$ cat src/rtl/tft_spi_driver_pkg.sv
// Shared TFT definitions: panel command opcodes, FSM state types and the
// power-up command ROM used by the SPI driver.
package tft_pkg;

  localparam logic [7:0] TFT_SWRESET = 8'h01;
  localparam logic [7:0] TFT_SLPOUT  = 8'h11;
  localparam logic [7:0] TFT_COLMOD  = 8'h3A;
  localparam logic [7:0] TFT_MADCTL  = 8'h36;
  localparam logic [7:0] TFT_DISPON  = 8'h29;
  localparam logic [7:0] TFT_CASET   = 8'h2A;
  localparam logic [7:0] TFT_RASET   = 8'h2B;
  localparam logic [7:0] TFT_RAMWR   = 8'h2C;

  localparam logic [7:0] COLMOD_18BIT = 8'h66;

  typedef enum logic [2:0] {
    S_HWRST,
    S_HWWAIT,
    S_SEND,
    S_DELAY,
    S_IDLE
  } init_state_e;

  typedef enum logic [1:0] {
    SH_IDLE,
    SH_SHIFT,
    SH_HOLD,
    SH_GAP
  } shift_state_e;

  typedef struct packed {
    logic       dc;
    logic [7:0] data;
    logic       delay;
  } init_entry_t;

  localparam logic [2:0] ROM_LAST = 3'd6;

  // Power-up sequence; delay marks the entries followed by the long settle wait.
  function automatic init_entry_t init_rom(input logic [2:0] idx, input logic [7:0] madctl);
    case (idx)
      3'd0:    return '{dc: 1'b0, data: TFT_SWRESET,  delay: 1'b1};
      3'd1:    return '{dc: 1'b0, data: TFT_SLPOUT,   delay: 1'b1};
      3'd2:    return '{dc: 1'b0, data: TFT_COLMOD,   delay: 1'b0};
      3'd3:    return '{dc: 1'b1, data: COLMOD_18BIT, delay: 1'b0};
      3'd4:    return '{dc: 1'b0, data: TFT_MADCTL,   delay: 1'b0};
      3'd5:    return '{dc: 1'b1, data: madctl,       delay: 1'b0};
      default: return '{dc: 1'b0, data: TFT_DISPON,   delay: 1'b0};
    endcase
  endfunction

endpackage

$ cat src/rtl/tft_spi_driver_if.sv
// Byte request handshake between the drawing stages (master) and the
// TFT SPI driver (slave).
interface tft_spi_driver_if;
    logic       transmit;
    logic       dc;
    logic [7:0] data;
    logic       busy;
    logic       init_done;

    modport master (output transmit, output dc, output data, input busy, input init_done);
    modport slave  (input transmit, input dc, input data, output busy, output init_done);
endinterface

$ cat src/rtl/tft_spi_shifter.sv
// SPI mode-0 byte shifter: one load per byte, MSB first, CS framed, with a
// one-cycle CS-high gap before busy drops.
module tft_spi_shifter
    import tft_pkg::*;
#(
    parameter int CLK_DIV = 2
) (
    input  logic       clk,
    input  logic       rst,
    input  logic       load,
    input  logic       load_dc,
    input  logic [7:0] load_data,
    output logic       busy,
    output logic       spi_sck,
    output logic       spi_mosi,
    output logic       spi_cs_n,
    output logic       spi_dc
);

    localparam int DIV_W = $clog2(CLK_DIV + 1);
    localparam logic [DIV_W-1:0] DIV_LAST = DIV_W'(CLK_DIV - 1);

    shift_state_e     state;
    logic [DIV_W-1:0] div_cnt;
    logic [2:0]       bit_cnt;
    logic [7:0]       shreg;

    // NOTE: clocked state uses non-blocking assignments only, so every branch sees pre-edge values.
    always_ff @(posedge clk) begin
        if (!rst) begin
            state    <= SH_IDLE;
            busy     <= 1'b0;
            spi_sck  <= 1'b0;
            spi_mosi <= 1'b0;
            spi_cs_n <= 1'b1;
            spi_dc   <= 1'b0;
            div_cnt  <= '0;
            bit_cnt  <= 3'd0;
            shreg    <= 8'h00;
        end else begin
            case (state)
                SH_IDLE: begin
                    if (load) begin
                        state    <= SH_SHIFT;
                        busy     <= 1'b1;
                        spi_cs_n <= 1'b0;
                        spi_dc   <= load_dc;
                        spi_mosi <= load_data[7];
                        shreg    <= {load_data[6:0], 1'b0};
                        bit_cnt  <= 3'd7;
                        div_cnt  <= '0;
                        spi_sck  <= 1'b0;
                    end
                end
                SH_SHIFT: begin
                    if (div_cnt == DIV_LAST) begin
                        div_cnt <= '0;
                        spi_sck <= ~spi_sck;
                        // MOSI advances on the falling edge so the panel samples stable data on the rise.
                        if (spi_sck) begin
                            if (bit_cnt == 3'd0) begin
                                state <= SH_HOLD;
                            end else begin
                                bit_cnt  <= bit_cnt - 3'd1;
                                spi_mosi <= shreg[7];
                                shreg    <= {shreg[6:0], 1'b0};
                            end
                        end
                    end else begin
                        div_cnt <= div_cnt + 1'b1;
                    end
                end
                SH_HOLD: begin
                    spi_cs_n <= 1'b1;
                    spi_mosi <= 1'b0;
                    state    <= SH_GAP;
                end
                default: begin
                    busy  <= 1'b0;
                    state <= SH_IDLE;
                end
            endcase
        end
    end

endmodule

$ cat src/rtl/tft_spi_driver.sv
// TFT SPI driver: runs the panel power-up sequence after reset, then forwards
// byte requests from the drawing stages to the SPI shifter.
module tft_spi_driver
    import tft_pkg::*;
#(
    parameter int          CLK_DIV      = 2,
    parameter int          RST_CYCLES   = 500000,
    parameter int          DELAY_CYCLES = 6000000,
    parameter logic [7:0]  MADCTL_VAL   = 8'h48
) (
    input  logic              clk,
    input  logic              rst,
    tft_spi_driver_if.slave   host,
    output logic              spi_sck,
    output logic              spi_mosi,
    output logic              spi_cs_n,
    output logic              spi_dc,
    output logic              tft_rst_n
);

    localparam int CNT_MAX = (RST_CYCLES > DELAY_CYCLES) ? RST_CYCLES : DELAY_CYCLES;
    localparam int CNT_W   = $clog2(CNT_MAX + 1);

    init_state_e  state;
    logic [CNT_W-1:0] delay_cnt;
    logic [2:0]   rom_idx;
    logic         sent;
    logic         init_done_q;
    init_entry_t  entry;

    logic         sh_load;
    logic         sh_dc;
    logic [7:0]   sh_data;
    logic         sh_busy;

    // NOTE: the ROM is a constant function of the index, so there is no storage to reset.
    assign entry = init_rom(rom_idx, MADCTL_VAL);

    // NOTE: every output gets a default first, so no path leaves one unassigned and infers a latch.
    always_comb begin
        sh_load = 1'b0;
        sh_dc   = entry.dc;
        sh_data = entry.data;
        if (state == S_IDLE) begin
            sh_load = host.transmit && !sh_busy;
            sh_dc   = host.dc;
            sh_data = host.data;
        end else if (state == S_SEND && !sent) begin
            sh_load = !sh_busy;
        end
    end

    always_ff @(posedge clk) begin
        if (!rst) begin
            state       <= S_HWRST;
            tft_rst_n   <= 1'b0;
            init_done_q <= 1'b0;
            delay_cnt   <= CNT_W'(RST_CYCLES);
            rom_idx     <= 3'd0;
            sent        <= 1'b0;
        end else begin
            case (state)
                S_HWRST: begin
                    if (delay_cnt == '0) begin
                        tft_rst_n <= 1'b1;
                        delay_cnt <= CNT_W'(RST_CYCLES - 1);
                        state     <= S_HWWAIT;
                    end else begin
                        delay_cnt <= delay_cnt - 1'b1;
                    end
                end
                S_HWWAIT: begin
                    if (delay_cnt == '0) state <= S_SEND;
                    else                 delay_cnt <= delay_cnt - 1'b1;
                end
                S_SEND: begin
                    // sent marks the byte as handed over; completion is the shifter going idle again.
                    if (!sent) begin
                        if (!sh_busy) sent <= 1'b1;
                    end else if (!sh_busy) begin
                        sent <= 1'b0;
                        if (rom_idx == ROM_LAST) begin
                            init_done_q <= 1'b1;
                            state       <= S_IDLE;
                        end else begin
                            rom_idx <= rom_idx + 3'd1;
                            if (entry.delay) begin
                                delay_cnt <= CNT_W'(DELAY_CYCLES - 1);
                                state     <= S_DELAY;
                            end
                        end
                    end
                end
                S_DELAY: begin
                    if (delay_cnt == '0) state <= S_SEND;
                    else                 delay_cnt <= delay_cnt - 1'b1;
                end
                default: ;
            endcase
        end
    end

    assign host.busy      = !init_done_q || sh_busy;
    assign host.init_done = init_done_q;

    tft_spi_shifter #(.CLK_DIV(CLK_DIV)) u_shifter (
        .clk       (clk),
        .rst       (rst),
        .load      (sh_load),
        .load_dc   (sh_dc),
        .load_data (sh_data),
        .busy      (sh_busy),
        .spi_sck   (spi_sck),
        .spi_mosi  (spi_mosi),
        .spi_cs_n  (spi_cs_n),
        .spi_dc    (spi_dc)
    );

endmodule

$ cat src/flat_wrapper.sv
// flat-port wrapper written by rule: the top's interface ports become plain ports
module tft_spi_driver_flat import tft_pkg::*;
#(
    parameter int          CLK_DIV      = 2,
    parameter int          RST_CYCLES   = 500000,
    parameter int          DELAY_CYCLES = 6000000,
    parameter logic [7:0]  MADCTL_VAL   = 8'h48
)
  (clk, rst, spi_sck, spi_mosi, spi_cs_n, spi_dc, tft_rst_n, host_transmit, host_dc, host_data, host_busy, host_init_done);
  tft_spi_driver_if host_i ();
  input  logic clk;
  input  logic rst;
  output logic spi_sck;
  output logic spi_mosi;
  output logic spi_cs_n;
  output logic spi_dc;
  output logic tft_rst_n;
  input wire logic [$bits(host_i.transmit)-1:0] host_transmit;
  input wire logic [$bits(host_i.dc)-1:0] host_dc;
  input wire logic [$bits(host_i.data)-1:0] host_data;
  output wire logic [$bits(host_i.busy)-1:0] host_busy;
  output wire logic [$bits(host_i.init_done)-1:0] host_init_done;
  assign host_i.transmit = host_transmit;
  assign host_i.dc = host_dc;
  assign host_i.data = host_data;
  assign host_busy = host_i.busy;
  assign host_init_done = host_i.init_done;
  tft_spi_driver #(.CLK_DIV(CLK_DIV), .RST_CYCLES(RST_CYCLES), .DELAY_CYCLES(DELAY_CYCLES), .MADCTL_VAL(MADCTL_VAL)) u_core (.clk(clk), .rst(rst), .host(host_i), .spi_sck(spi_sck), .spi_mosi(spi_mosi), .spi_cs_n(spi_cs_n), .spi_dc(spi_dc), .tft_rst_n(tft_rst_n));
endmodule
$ cat config.mk
export PLATFORM = sky130hd
export DESIGN_NAME = tft_spi_driver_flat
export DESIGN_NICKNAME = d
export VERILOG_FILES = /design/src/rtl/tft_spi_driver_pkg.sv /design/src/rtl/tft_spi_driver_if.sv /design/src/rtl/tft_spi_shifter.sv /design/src/rtl/tft_spi_driver.sv /design/src/flat_wrapper.sv
export SDC_FILE = /design/constraint.sdc
export NUM_CORES = 1
export LEC_CHECK = 0
export ABC_AREA = 1
export ABC_CLOCK_PERIOD_IN_PS = 4000
export CAP_MARGIN = 20
export CORE_MARGIN = 1
export CORE_UTILIZATION = 25
export DETAILED_ROUTE_END_ITERATION = 8
export GPL_TIMING_DRIVEN = 0
export PLACE_DENSITY = 0.4
export SLEW_MARGIN = 10
export SYNTH_ARGS = -nofsm -noshare
export SYNTH_HDL_FRONTEND = slang
export SYNTH_SLANG_ARGS = --single-unit
export TNS_END_PERCENT = 10
$ cat constraint.sdc
create_clock -name clk -period 4 [get_ports clk]
set_clock_uncertainty 0.15 [all_clocks]
set_input_delay 0.6 -clock clk [delete_from_list [all_inputs] [get_ports clk]]
set_output_delay 0.6 -clock clk [all_outputs]
set_load 0.01 [all_outputs]
[Word-level counts from Yosys, hierarchy flattened]
Index checks and enable logic that the tools add are counted.
Storage, ports and cells
  logic and storage cells: 130
  bits in registers: 52
Operators by class
  add/subtract/negate cells: 4
  reduce and logical (&&, ||, !) cells: 30
  muxes and demuxes: 51
  bitwise gates (word level): 4
  equal/unequal tests: 26
Operators by type and width (number)
  $mux W23: 6
  $pmux W23 S3: 1
  $pmux W10 S6: 1
  $mux W8: 5
  $mux W3: 10
  $logic_not A23 Y1: 1
  $sub A23 B1 Y23 const B: 1
  $pmux W8 S2: 1
  $ne A2 B2 Y1 const B: 7
  $mux W1: 13
  $eq A3 B2 Y1 const B: 4
  $eq A3 B3 Y1 const B: 4
  $mux W2: 6
  $reduce_and A4 Y1: 3
  $reduce_and A6 Y1: 2
  $ne A2 B1 Y1 const B: 5
  $reduce_and A2 Y1: 5
  $reduce_and A5 Y1: 2
  $logic_not A3 Y1: 3
  $pmux W3 S3: 1
  $eq A3 B1 Y1 const B: 2
  $pmux W1 S2: 3
  $pmux W2 S3: 1
  $pmux W3 S2: 1
  17 further kinds: 27

[Logic depth before layout (Yosys ltp)]
Gate-level depths: netlist of run 1.
  depth after elaboration: 7
  gate-level depth with buffers: 13
  gate-level depth less buffers: 13

[By module]
From an unflattened synthesis of run 1, not the netlist that was laid out.
Second synthesis, totals
  cells, all modules: 539
  area, all modules: 3450.8 um^2
By module, submodules not included
  tft_spi_driver: instances 1, area each 2296.0 um^2, sequential area each 640.6 um^2, cells an instance 375
  tft_spi_shifter: instances 1, area each 1154.9 um^2, sequential area each 380.4 um^2, cells an instance 164

[Worst setup path after synthesis of run 1]
Ideal clock, no wire load.
  kind: register -> register
  from: register u_core.rom_idx[0]
  to: register u_core.delay_cnt[15]
  data arrival time: 1.475 ns
  required time: 3.730 ns
  cell stages (with the launch flop): 13
  library setup time: 0.120 ns
  setup slack: 2.254 ns
  cell sequence: dfxtp_1 -> inv_1 -> ha_1 -> inv_1 -> nand2_1 -> nand3_1 -> a21oi_4 -> nand2_4 -> inv_2 -> buf_6 -> nand2_1 -> nand2_1 -> nand3_1
On the way
  cells in the longest elaborated chain, start to end: 4
  elaborated cells on any way between the ends: 11
  classes of those cells: eq/ne (8); mux (1); reduce/logical (2)
RTL lines
  start: declaration: RTL line tft_spi_driver.sv:26  | logic [2:0] rom_idx;
  start signal: assignment: RTL line tft_spi_driver.sv:86  | rom_idx <= rom_idx + 3'd1;
  $eq A3 B3 Y1, or another cell as far along: RTL line tft_spi_driver_pkg.sv:41  | case (idx)
  $pmux W10 S6: RTL line tft_spi_driver_pkg.sv:41
  $ne A2 B1 Y1 (no source line)
  $reduce_and A6 Y1 (no source line) *
  end signal: assignment: RTL line tft_spi_driver.sv:58  | delay_cnt <= CNT_W'(RST_CYCLES);
  end signal: assignment: RTL line tft_spi_driver.sv:66  | delay_cnt <= CNT_W'(RST_CYCLES - 1);
  end signal: assignment: RTL line tft_spi_driver.sv:69  | delay_cnt <= delay_cnt - 1'b1;
  end: declaration: RTL line tft_spi_driver.sv:25  | logic [CNT_W-1:0] delay_cnt;
Mark *: on every way between the ends. The rest lies on a longest branch, timed or not.
A chain may end at the register's enable or synchronous reset.

==> results.py, run 1 <==
metrics = {
    "layout": {
        "diodes": 0,
        "fin_nets": 559,
        "area_delta_synth_final_pct": 16.9,
        "multi_input_area_um2": 1920,
        "final_common_cell": "nand2_1",
        "layout_common_cells": "127 x nand2_1, 81 x nor2_1, 56 x inv_1",
        "fin_area_um2": 3780,
        "seq_area_um2": 1020,
        "drive_gt1_frac": 0.0766,
        "final_cells": 707,
        "fill_cells": 1424,
    },
    "clock_network": {
        "cts_tree": "done",
        "cts.clk_slew.worst_paths_ns": 0.07,
        "cts.sinks": 51,
        "cts_root_buf": "clkbuf_16",
        "numCtsBuffers": 5,
        "ctsResizeCount": 0,
        "clk_latency_ns": 0.30,
        "cts_buffer_depth": 2,
        "cts_hold_buf": 0,
        "cts_max_level": 2,
        "cts_setup_buffers": 0,
    },
    "sta": {
        "drv_slew": 0,
        "relSlewSlack": 0.522,
        "fin_tns_setup_ns": 0,
        "tightest_slew_ns": 0.716,
        "setup_ws_ns": 1.71,
        "finalCritPeriodShare": 0.571,
        "hold_viol": 0,
        "period_minus_slack_ns": 2.29,
        "rsz0062_at_grt": "false",
        "fmaxAchievable_mhz": 438,
        "setup_viol": 0,
    },
    "placement": {
        "place_area_um2": 3630,
        "gp_congestion": 0.808,
        "port_buffers": 18,
        "post-place-ws_ns": 1.29,
        "dp_cells": 699,
        "hpwl_mm": 7.12,
    },
    "grt": {
        "grt-ovfl-total": 0,
        "antenna_found_initial": 0,
        "grt_pass1_vias": 3137,
        "grt_max_degree": 16,
        "grt_pass1_wl_mm": 15.6,
        "grt_usage": 0.152,
    },
    "synth": {
        "ys_warn_count": 0,
        "syn_area_per_cell_um2": 6.35,
        "synth_area_um2": 3230,
        "synthCells": 509,
        "ys_seq_area_frac": 0.316,
        "synthArstFlopShare": 0,
        "synth-edff-count": 0,
        "yosys.cell_types.count": 32,
        "synth_nets": 534,
        "synth_ff_type": "dfxtp_1",
        "synth-seq-cells": 51,
    },
    "floorplan": {
        "chipWidth_um": 116,
        "io_pins": 19,
        "core-area_um2": 12600,
        "initial_core_util": 0.256,
        "row_count": 41,
        "dieArea_um2": 13400,
        "fp.dieH_um": 116,
    },
    "status": {
        "outcome": "complete, no violations",
    },
    "job": {
        "maxCapViolCount": 0,
    },
    "setup_path": {
        "cp-start-kind": "input port",
        "critPathRequiredTime_ns": 4.09,
        "ff2ff_path_depth": 11,
        "cp_max_fo": 10,
        "r2r-end": "u_core.delay_cnt[11]$_SDFFE_PN0P_",
        "worst-setup-path-type": "input port to flip-flop",
        "rrSetupSlack_ns": 1.75,
        "cp-endpoint": "u_core.u_shifter.div_cnt[0]$_SDFFE_PN0P_",
        "cp-end-kind": "flip-flop",
        "arrival_ns": 2.38,
        "worstReg2RegStart": "u_core.rom_idx[0]$_SDFFE_PN0P_",
        "startpoint": "rst",
    },
    "power": {
        "power_density_nw_per_um2": 534,
        "power.leakage_nw": 1.65,
        "report.power.total_mw": 2.02,
        "vdd_drop_max_v": 0.000268,
    },
    "routing": {
        "vias": 3139,
        "avgViaCountPerCell": 4.44,
        "drt-wirelength-per-cell_um": 13.0,
        "drt_iter0_markers": 137,
        "wirelength_mm": 9.20,
        "drc": 0,
        "dr.pass1.iters": 4,
        "route.antenna.remaining_nets": 0,
    },
    "worst_hold_path": {
        "hold_class": "flip-flop to flip-flop",
        "hp-start": "u_core.u_shifter.div_cnt[1]$_SDFFE_PN0P_",
    },
}
## cell families after synthesis
group / synth area share
compound gates: 0.148
buf+inv: 0.0910
xor+xnor: 0.0135
simple gates: 0.381
flops: 0.316
fa+ha+maj: 0.0503
## cell usage after synthesis (6+ instances only)
master	count	area, um^2
a21oi_1	41	205
clkbuf_1	6	22.5
dfxtp_1	51	1020
ha_1	13	163
inv_1	56	210
inv_2	6	22.5
nand2_1	127	477
nand3_1	30	150
nand4_1	9	56.3
nor2_1	81	304
nor2_2	10	62.6
nor3_1	6	30.0
o21ai_0	36	180
## flip-flops by register name, indices dropped and copies added (netlist names)
name	count
u_core.u_shifter.bit_cnt	3
u_core.u_shifter.spi_cs_n	1
u_core.tft_rst_n	1
u_core.u_shifter.spi_sck	1
u_core.u_shifter.busy	1
u_core.state	3
u_core.u_shifter.spi_mosi	1
u_core.u_shifter.state	2
u_core.rom_idx	3
u_core.sent	1
u_core.host.init_done	1
u_core.u_shifter.shreg	7
u_core.delay_cnt	23
u_core.u_shifter.div_cnt	2
u_core.u_shifter.spi_dc	1
## routing by layer
metal,part of all wire,track usage
met3,0.025,0.0220
met1,0.50,0.195
met5,0,0
met4,0.012,0.0436
met2,0.46,0.265
## where the power goes
| group | total, mW | leakage, nW | internal, mW | switching [mW] |
|---|---|---|---|---|
| clock | 0.456 | 0.0741 | 0.251 | 0.205 |
| sequential | 0.713 | 0.416 | 0.618 | 0.0943 |
| combinational | 0.850 | 1.16 | 0.304 | 0.546 |
| total | 2.02 | 1.65 | 1.17 | 0.845 |
## final cells by class
class | instances | area share
Clock inverter | 1 | 0.00232
Inverter | 62 | 0.0616
Sequential cell | 51 | 0.270
Buffer | 10 | 0.0162
Clock buffer | 7 | 0.0377
Multi-Input combinational cell | 386 | 0.507
Timing Repair Buffer | 18 | 0.0477
Tap cell | 172 | 0.0570
## how the worst min path moves through the flow
stage,end,cells past startpoint,slack (ns)
floorplan,u_core.u_shifter.div_cnt[1]$_SDFFE_PN0P_,2,0.26
global placement,u_core.u_shifter.div_cnt[1]$_SDFFE_PN0P_,2,0.28
detailed placement,u_core.u_shifter.div_cnt[1]$_SDFFE_PN0P_,2,0.28
CTS,u_core.u_shifter.div_cnt[1]$_SDFFE_PN0P_,2,0.29
global route,u_core.u_shifter.div_cnt[1]$_SDFFE_PN0P_,2,0.32
finish,u_core.u_shifter.div_cnt[1]$_SDFFE_PN0P_,2,0.29
## critical path: stages
cell and delay [ns]:
clkdlybuf4s50_1 0.52, clkbuf_1 0.39, clkbuf_1 0.60, nand2_1 0.16
nor2_1 0.11
## per-stage QoR
step,utilization,hold slack (ns)
CTS,0.299,0.293
global route,0.299,0.319
global placement,0.287,0.281
floorplan,-,0.265
finish,0.299,0.289
detailed placement,0.287,0.282
No activity file was read; power rests on OpenSTA's default activity.
==> run 2: changes to the inputs <==
--- a/config.mk
+++ b/config.mk
@@ -6,13 +6,13 @@
 export NUM_CORES = 1
 export LEC_CHECK = 0
 export ABC_AREA = 1
-export ABC_CLOCK_PERIOD_IN_PS = 4000
+export ABC_CLOCK_PERIOD_IN_PS = 2000
 export CAP_MARGIN = 20
 export CORE_MARGIN = 1
 export CORE_UTILIZATION = 25
 export DETAILED_ROUTE_END_ITERATION = 8
 export GPL_TIMING_DRIVEN = 0
-export PLACE_DENSITY = 0.4
+export PLACE_DENSITY = 0.41
 export SLEW_MARGIN = 10
 export SYNTH_ARGS = -nofsm -noshare
 export SYNTH_HDL_FRONTEND = slang
==> constraint.sdc (replaced) <==
create_clock -name clk -period 2 [get_ports clk]
set_clock_uncertainty 0.15 [all_clocks]
set_input_delay 0.3 -clock clk [delete_from_list [all_inputs] [get_ports clk]]
set_output_delay 0.3 -clock clk [all_outputs]
set_load 0.01 [all_outputs]
==> run 2 against run 1 <==
- sequential power up 100%
- critical path depth increased by 5
- clock-buffer cell count is 1 lower
- power increased by 110%
- combinational power is 110% higher
- worst setup slack worse by 1.6 ns
- global-route usage shrank 0.10 points
- core utilization up 0.97 points
- non-clock buffer count is 4 higher
- final area grew 3.2%
- sequential cell count unchanged
- critical path type is now flip-flop to flip-flop
- largest cell class unchanged
==> results.py, run 2 (same netlist as run 1, synthesis figures left out) <==
metrics = {
    "status": {
        "outcome": "complete, no violations",
    },
    "floorplan": {
        "io_pins": 19,
        "row_count": 41,
        "core-area_um2": 12600,
        "fp.dieH_um": 116,
        "chipWidth_um": 116,
        "dieArea_um2": 13400,
        "initial_core_util": 0.256,
    },
    "setup_path": {
        "slowest_delay_ns": 0.36,
        "cp-end-kind": "flip-flop",
        "crit_chain": "nor2_2 -> nand2_2 -> nor2_4 -> nand3_1 -> nand2_1 -> nand3_1 -> nand2_2 -> inv_4 -> nand2_1 -> nor2_1",
        "critPathRequiredTime_ns": 2.05,
        "crit_path_top_delay_cell": "dfxtp_1",
        "worst-setup-path-type": "flip-flop to flip-flop",
        "cp_max_fo": 7,
        "arrival_ns": 1.96,
        "cp-start-kind": "flip-flop",
    },
    "layout": {
        "diodes": 0,
        "final_cells": 710,
        "regMostFlops": "u_core.delay_cnt",
        "layout_common_cells": "123 x nand2_1, 75 x nor2_1, 53 x inv_1",
        "biggestRegsByFlops": "u_core.delay_cnt (23), u_core.u_shifter.shreg (7)",
        "fill_cells": 1439,
        "drive_gt1_frac": 0.123,
        "fin_area_um2": 3900,
        "largest_reg_flops": 23,
        "fin_nets": 563,
        "area_delta_synth_final_pct": 20.7,
        "final_common_cell": "nand2_1",
    },
    "sta": {
        "tightest_slew_ns": 0.567,
        "rsz0062_at_grt": "true",
        "finalCritPeriodShare": 0.957,
        "hold_viol": 0,
        "period_minus_slack_ns": 1.91,
        "holdWs_ns": 0.291,
        "fmaxAchievable_mhz": 523,
        "drv_slew": 0,
        "relSlewSlack": 0.622,
        "setup_viol": 0,
    },
    "grt": {
        "grt-ovfl-total": 0,
        "grt_usage": 0.151,
        "antenna_found_initial": 0,
        "grt_pass1_vias": 3052,
        "grt_pass1_wl_mm": 15.3,
        "grt_max_degree": 15,
    },
    "clock_network": {
        "cts_max_level": 2,
        "numCtsBuffers": 5,
        "cts_tree": "done",
        "cts.clk_slew.worst_paths_ns": 0.07,
        "cts.sinks": 51,
        "clk_latency_ns": 0.30,
        "cts_root_buf": "clkbuf_16",
        "cts_buffer_depth": 2,
    },
    "routing": {
        "drt_iter0_markers": 136,
        "dr.pass1.iters": 4,
        "drc": 0,
        "vias": 3123,
        "route.antenna.remaining_nets": 0,
        "drt-wirelength-per-cell_um": 13.0,
        "wirelength_mm": 9.22,
        "avgViaCountPerCell": 4.40,
    },
    "placement": {
        "hpwl_mm": 6.95,
        "place_area_um2": 3630,
        "port_buffers": 18,
        "gp_congestion": 0.815,
        "dp_cells": 699,
    },
    "power": {
        "power_density_nw_per_um2": 1070,
        "report.power.total_mw": 4.19,
        "vdd_drop_max_v": 0.000533,
        "power.leakage_nw": 1.69,
    },
    "worst_hold_path": {
        "hold_class": "flip-flop to flip-flop",
    },
    "job": {
        "maxCapViolCount": 0,
    },
}
[run 2: cell types whose count changed in the layout (fill, tap and decap cells not counted), sizes merged]
cell	delta
clkinv	-1
buf	+4
bufinv	+1
clkbuf	-1
[run 2: final cells by class]
cell class | instances | area (um^2) | area share
Tap cell | 172 | 215 | 0.0552
Inverter | 62 | 238 | 0.0609
Timing Repair Buffer | 22 | 210 | 0.0539
Clock buffer | 6 | 129 | 0.0330
Clock inverter | 1 | 30.0 | 0.00770
Multi-Input combinational cell | 386 | 1980 | 0.508
Sequential cell | 51 | 1020 | 0.263
Buffer | 10 | 72.6 | 0.0186
[run 2: stage by stage]
step                TNS, ns  setup slack [ns]  utilization
finish                    0            0.0863        0.309
global route         -0.306           -0.0611        0.309
CTS                       0           0.00154        0.303
detailed placement    -5.28            -0.388        0.287
global placement      -4.74            -0.381        0.287
floorplan                 0             0.254            -
[run 2: report_power, final]
part	internal, mW	total, mW	leakage [nW]	switching, mW
clock	0.586	0.994	0.0769	0.408
sequential	1.24	1.44	0.418	0.202
combinational	0.653	1.75	1.19	1.10
total	2.48	4.19	1.69	1.71
[run 2: path summary, 6_finish.rpt]
check                                                 from                                       end  slack (ns)  cells after the start
hold / removal    u_core.u_shifter.div_cnt[1]$_SDFFE_PN0P_  u_core.u_shifter.div_cnt[1]$_SDFFE_PN0P_        0.29                      2
setup reg to reg         u_core.delay_cnt[10]$_SDFFE_PN0P_          u_core.delay_cnt[9]$_SDFFE_PN0P_        0.09                     10
hold reg to reg   u_core.u_shifter.div_cnt[1]$_SDFFE_PN0P_  u_core.u_shifter.div_cnt[1]$_SDFFE_PN0P_        0.29                      2
setup / recovery         u_core.delay_cnt[10]$_SDFFE_PN0P_          u_core.delay_cnt[9]$_SDFFE_PN0P_        0.09                     10
[run 2: critical path: cells and delay by family, from the launching register on]
| family | cells | cell delay (ns) |
|---|---|---|
| flops | 1 | 0.36 |
| buf+inv | 1 | 0.07 |
| simple gates | 9 | 1.23 |
[run 2: repair_timing]
item	4_1_cts	5_1_grt
resized for setup	11	21
buffers inserted	1	3
hold buffers	0	0
pin swaps	1	3
setup endpoints to repair	26	26
[run 2: layer usage]
metal  global-route usage  routed length (um)  up-vias  part of all wire
li1                     -                   -     1695                 -
met1                0.194                4550     1379              0.49
met2                0.251                4210       37              0.46
met3               0.0256                 254       12             0.028
met4               0.0632                 205        0             0.022
met5                    0                   0        -                 0
==> run 3: changes to the inputs <==
--- a/config.mk
+++ b/config.mk
@@ -12,7 +12,7 @@
 export CORE_UTILIZATION = 25
 export DETAILED_ROUTE_END_ITERATION = 8
 export GPL_TIMING_DRIVEN = 0
-export PLACE_DENSITY = 0.41
+export PLACE_DENSITY = 0.49
 export SLEW_MARGIN = 10
 export SYNTH_ARGS = -nofsm -noshare
 export SYNTH_HDL_FRONTEND = slang
==> run 3 against run 2 <==
- first-iteration DRC count grew 6.6%
- non-clock buffer count is 3 lower
- critical path type unchanged
- combinational power about the same
- sequential share of layout area hardly changed
==> results.py, run 3 (same netlist as run 1, synthesis figures left out) <==
metrics = {
    "sta": {
        "period_minus_slack_ns": 1.92,
        "hold_viol": 0,
        "setup_viol": 0,
        "finalCritPeriodShare": 0.959,
        "drv_slew": 0,
        "fmaxAchievable_mhz": 522,
        "tightest_slew_ns": 0.555,
        "rsz0062_at_grt": "true",
        "fin_tns_setup_ns": 0,
        "relSlewSlack": 0.630,
    },
    "layout": {
        "largest_reg_flops": 23,
        "diodes": 0,
        "final_common_cell": "nand2_1",
        "final_util": 0.309,
        "layout_common_cells": "123 x nand2_1, 73 x nor2_1, 53 x inv_1",
        "regMostFlops": "u_core.delay_cnt",
        "biggestRegsByFlops": "u_core.delay_cnt (23), u_core.u_shifter.shreg (7)",
        "drive_gt1_frac": 0.123,
        "area_delta_synth_final_pct": 20.6,
        "fin_nets": 560,
    },
    "clock_network": {
        "cts.sinks": 51,
        "cts_root_buf": "clkbuf_16",
        "cts_buffer_depth": 2,
        "cts.clk_slew.worst_paths_ns": 0.07,
        "numCtsBuffers": 5,
        "cts_max_level": 2,
        "clk_latency_ns": 0.30,
        "cts_hold_buf": 0,
        "cts_tree": "done",
    },
    "grt": {
        "grt_usage": 0.141,
        "grt_pass1_vias": 3037,
        "grt_pass1_wl_mm": 14.8,
        "grt-ovfl-total": 0,
        "grt_max_degree": 17,
        "antenna_found_initial": 0,
    },
    "worst_hold_path": {
        "worstHoldEndpoint": "u_core.u_shifter.div_cnt[1]$_SDFFE_PN0P_",
        "holdPathStages": 2,
        "hold_class": "flip-flop to flip-flop",
        "hp-start": "u_core.u_shifter.div_cnt[1]$_SDFFE_PN0P_",
    },
    "routing": {
        "dr.pass1.iters": 4,
        "wirelength_mm": 8.83,
        "drt_iter0_markers": 145,
        "route.antenna.remaining_nets": 0,
        "avgViaCountPerCell": 4.52,
        "vias": 3203,
        "drc": 0,
        "drt-wirelength-per-cell_um": 12.5,
    },
    "floorplan": {
        "chipWidth_um": 116,
        "dieArea_um2": 13400,
        "initial_core_util": 0.256,
        "io_pins": 19,
        "core-area_um2": 12600,
        "row_count": 41,
        "fp.dieH_um": 116,
    },
    "power": {
        "pwr-share-comb": 0.406,
        "power_switching_share": 0.401,
        "power.leakage_nw": 1.67,
        "seqPwrFrac": 0.332,
        "power_density_nw_per_um2": 1110,
        "p_switching_mw": 1.73,
        "power.internal_mw": 2.59,
        "p_clk_frac": 0.262,
        "vdd_drop_max_v": 0.000432,
    },
    "setup_path": {
        "rrSetupSlack_ns": 0.08,
        "crit_chain": "inv_2 -> ha_2 -> inv_1 -> nand2_1 -> nand3_1 -> a21oi_4 -> nand2_4 -> inv_2 -> buf_8 -> nand2_1 -> nand2_1 -> nand3_1",
        "worstReg2RegStart": "u_core.rom_idx[0]$_SDFFE_PN0P_",
        "slowest_delay_ns": 0.35,
        "ff2ff_path_depth": 12,
        "cp-end-kind": "flip-flop",
        "startpoint": "u_core.rom_idx[0]$_SDFFE_PN0P_",
        "r2r-end": "u_core.delay_cnt[15]$_SDFFE_PN1P_",
        "critPathRequiredTime_ns": 2.04,
        "cp-start-kind": "flip-flop",
        "worst-setup-path-type": "flip-flop to flip-flop",
        "crit_path_top_delay_cell": "dfxtp_2",
        "cp_max_fo": 10,
        "arrival_ns": 1.95,
        "cpMostUsedCell": "nand2_1",
    },
    "placement": {
        "port_buffers": 18,
        "gp_congestion": 0.836,
        "hpwl_mm": 6.78,
    },
    "job": {
        "maxCapViolCount": 0,
    },
    "status": {
        "outcome": "complete, no violations",
    },
}
## run 3: area by class of cell
class | count | area [um^2]
fillers | 1434 | 8720
multi-input cells | 386 | 1980
flip-flops and latches | 51 | 1020
inverters | 62 | 233
well taps | 172 | 215
repair buffers | 19 | 188
clock buffers | 5 | 125
clock inverters | 3 | 67.6
plain buffers | 10 | 67.6
## run 3: routing by layer
metal | global-route usage | share of wire | up-vias
met1 | 0.178 | 0.48 | 1462
met2 | 0.246 | 0.47 | 44
met4 | 0.0479 | 0.019 | 0
met3 | 0.0209 | 0.035 | 14
li1 | - | - | 1683
met5 | 0 | 0 | -
## run 3: how the worst max path moves through the flow
stage / cells after the start / to
2_1_floorplan: 12 / u_core.delay_cnt[15]$_SDFFE_PN1P_
6_report: 12 / u_core.delay_cnt[15]$_SDFFE_PN1P_
3_3_place_gp: 5 / u_core.u_shifter.shreg[4]$_SDFFE_PN0P_
5_1_grt: 11 / u_core.delay_cnt[10]$_SDFFE_PN0P_
4_1_cts: 10 / u_core.delay_cnt[9]$_SDFFE_PN0P_
3_5_place_dp: 5 / u_core.delay_cnt[22]$_SDFFE_PN0P_
## run 3: power groups by stage
stage	Combinational, mW	Sequential [mW]	Clock [mW]
after floorplan	1.29	1.40	0
after global placement	1.67	1.43	0
after detailed placement	1.70	1.44	0
after CTS	1.73	1.42	1.15
after global routing	2.00	1.46	1.20
final	1.76	1.43	1.13
## run 3: repair_timing
item	in CTS	in global routing
setup buffers	1	0
pin swaps	1	1
endpoints found under the setup margin	13	33
resized for setup	8	23
## run 3: per-stage QoR
| stage | hold slack (ns) | instances | setup WS (ns) | instance area (um^2) | total power, mW |
|---|---|---|---|---|---|
| 4_1_cts | 0.291 | 708 | 0.00958 | 3850 | 4.30 |
| 5_1_grt | 0.321 | 708 | -0.0118 | 3900 | 4.66 |
| 3_3_place_gp | 0.278 | 699 | -0.291 | 3630 | 3.10 |
| 2_1_floorplan | 0.265 | 509 | 0.254 | 3230 | 2.70 |
| 6_report | 0.286 | 708 | 0.0825 | 3900 | 4.32 |
| 3_5_place_dp | 0.279 | 699 | -0.285 | 3630 | 3.14 |
## run 3: worst max-delay path, delay by kind of cell (launching register included)
family          cells  cell delay, ns
flops               1            0.35
simple gates        6            0.52
compound gates      1            0.23
fa+ha+maj           1            0.18
buf+inv             4            0.38
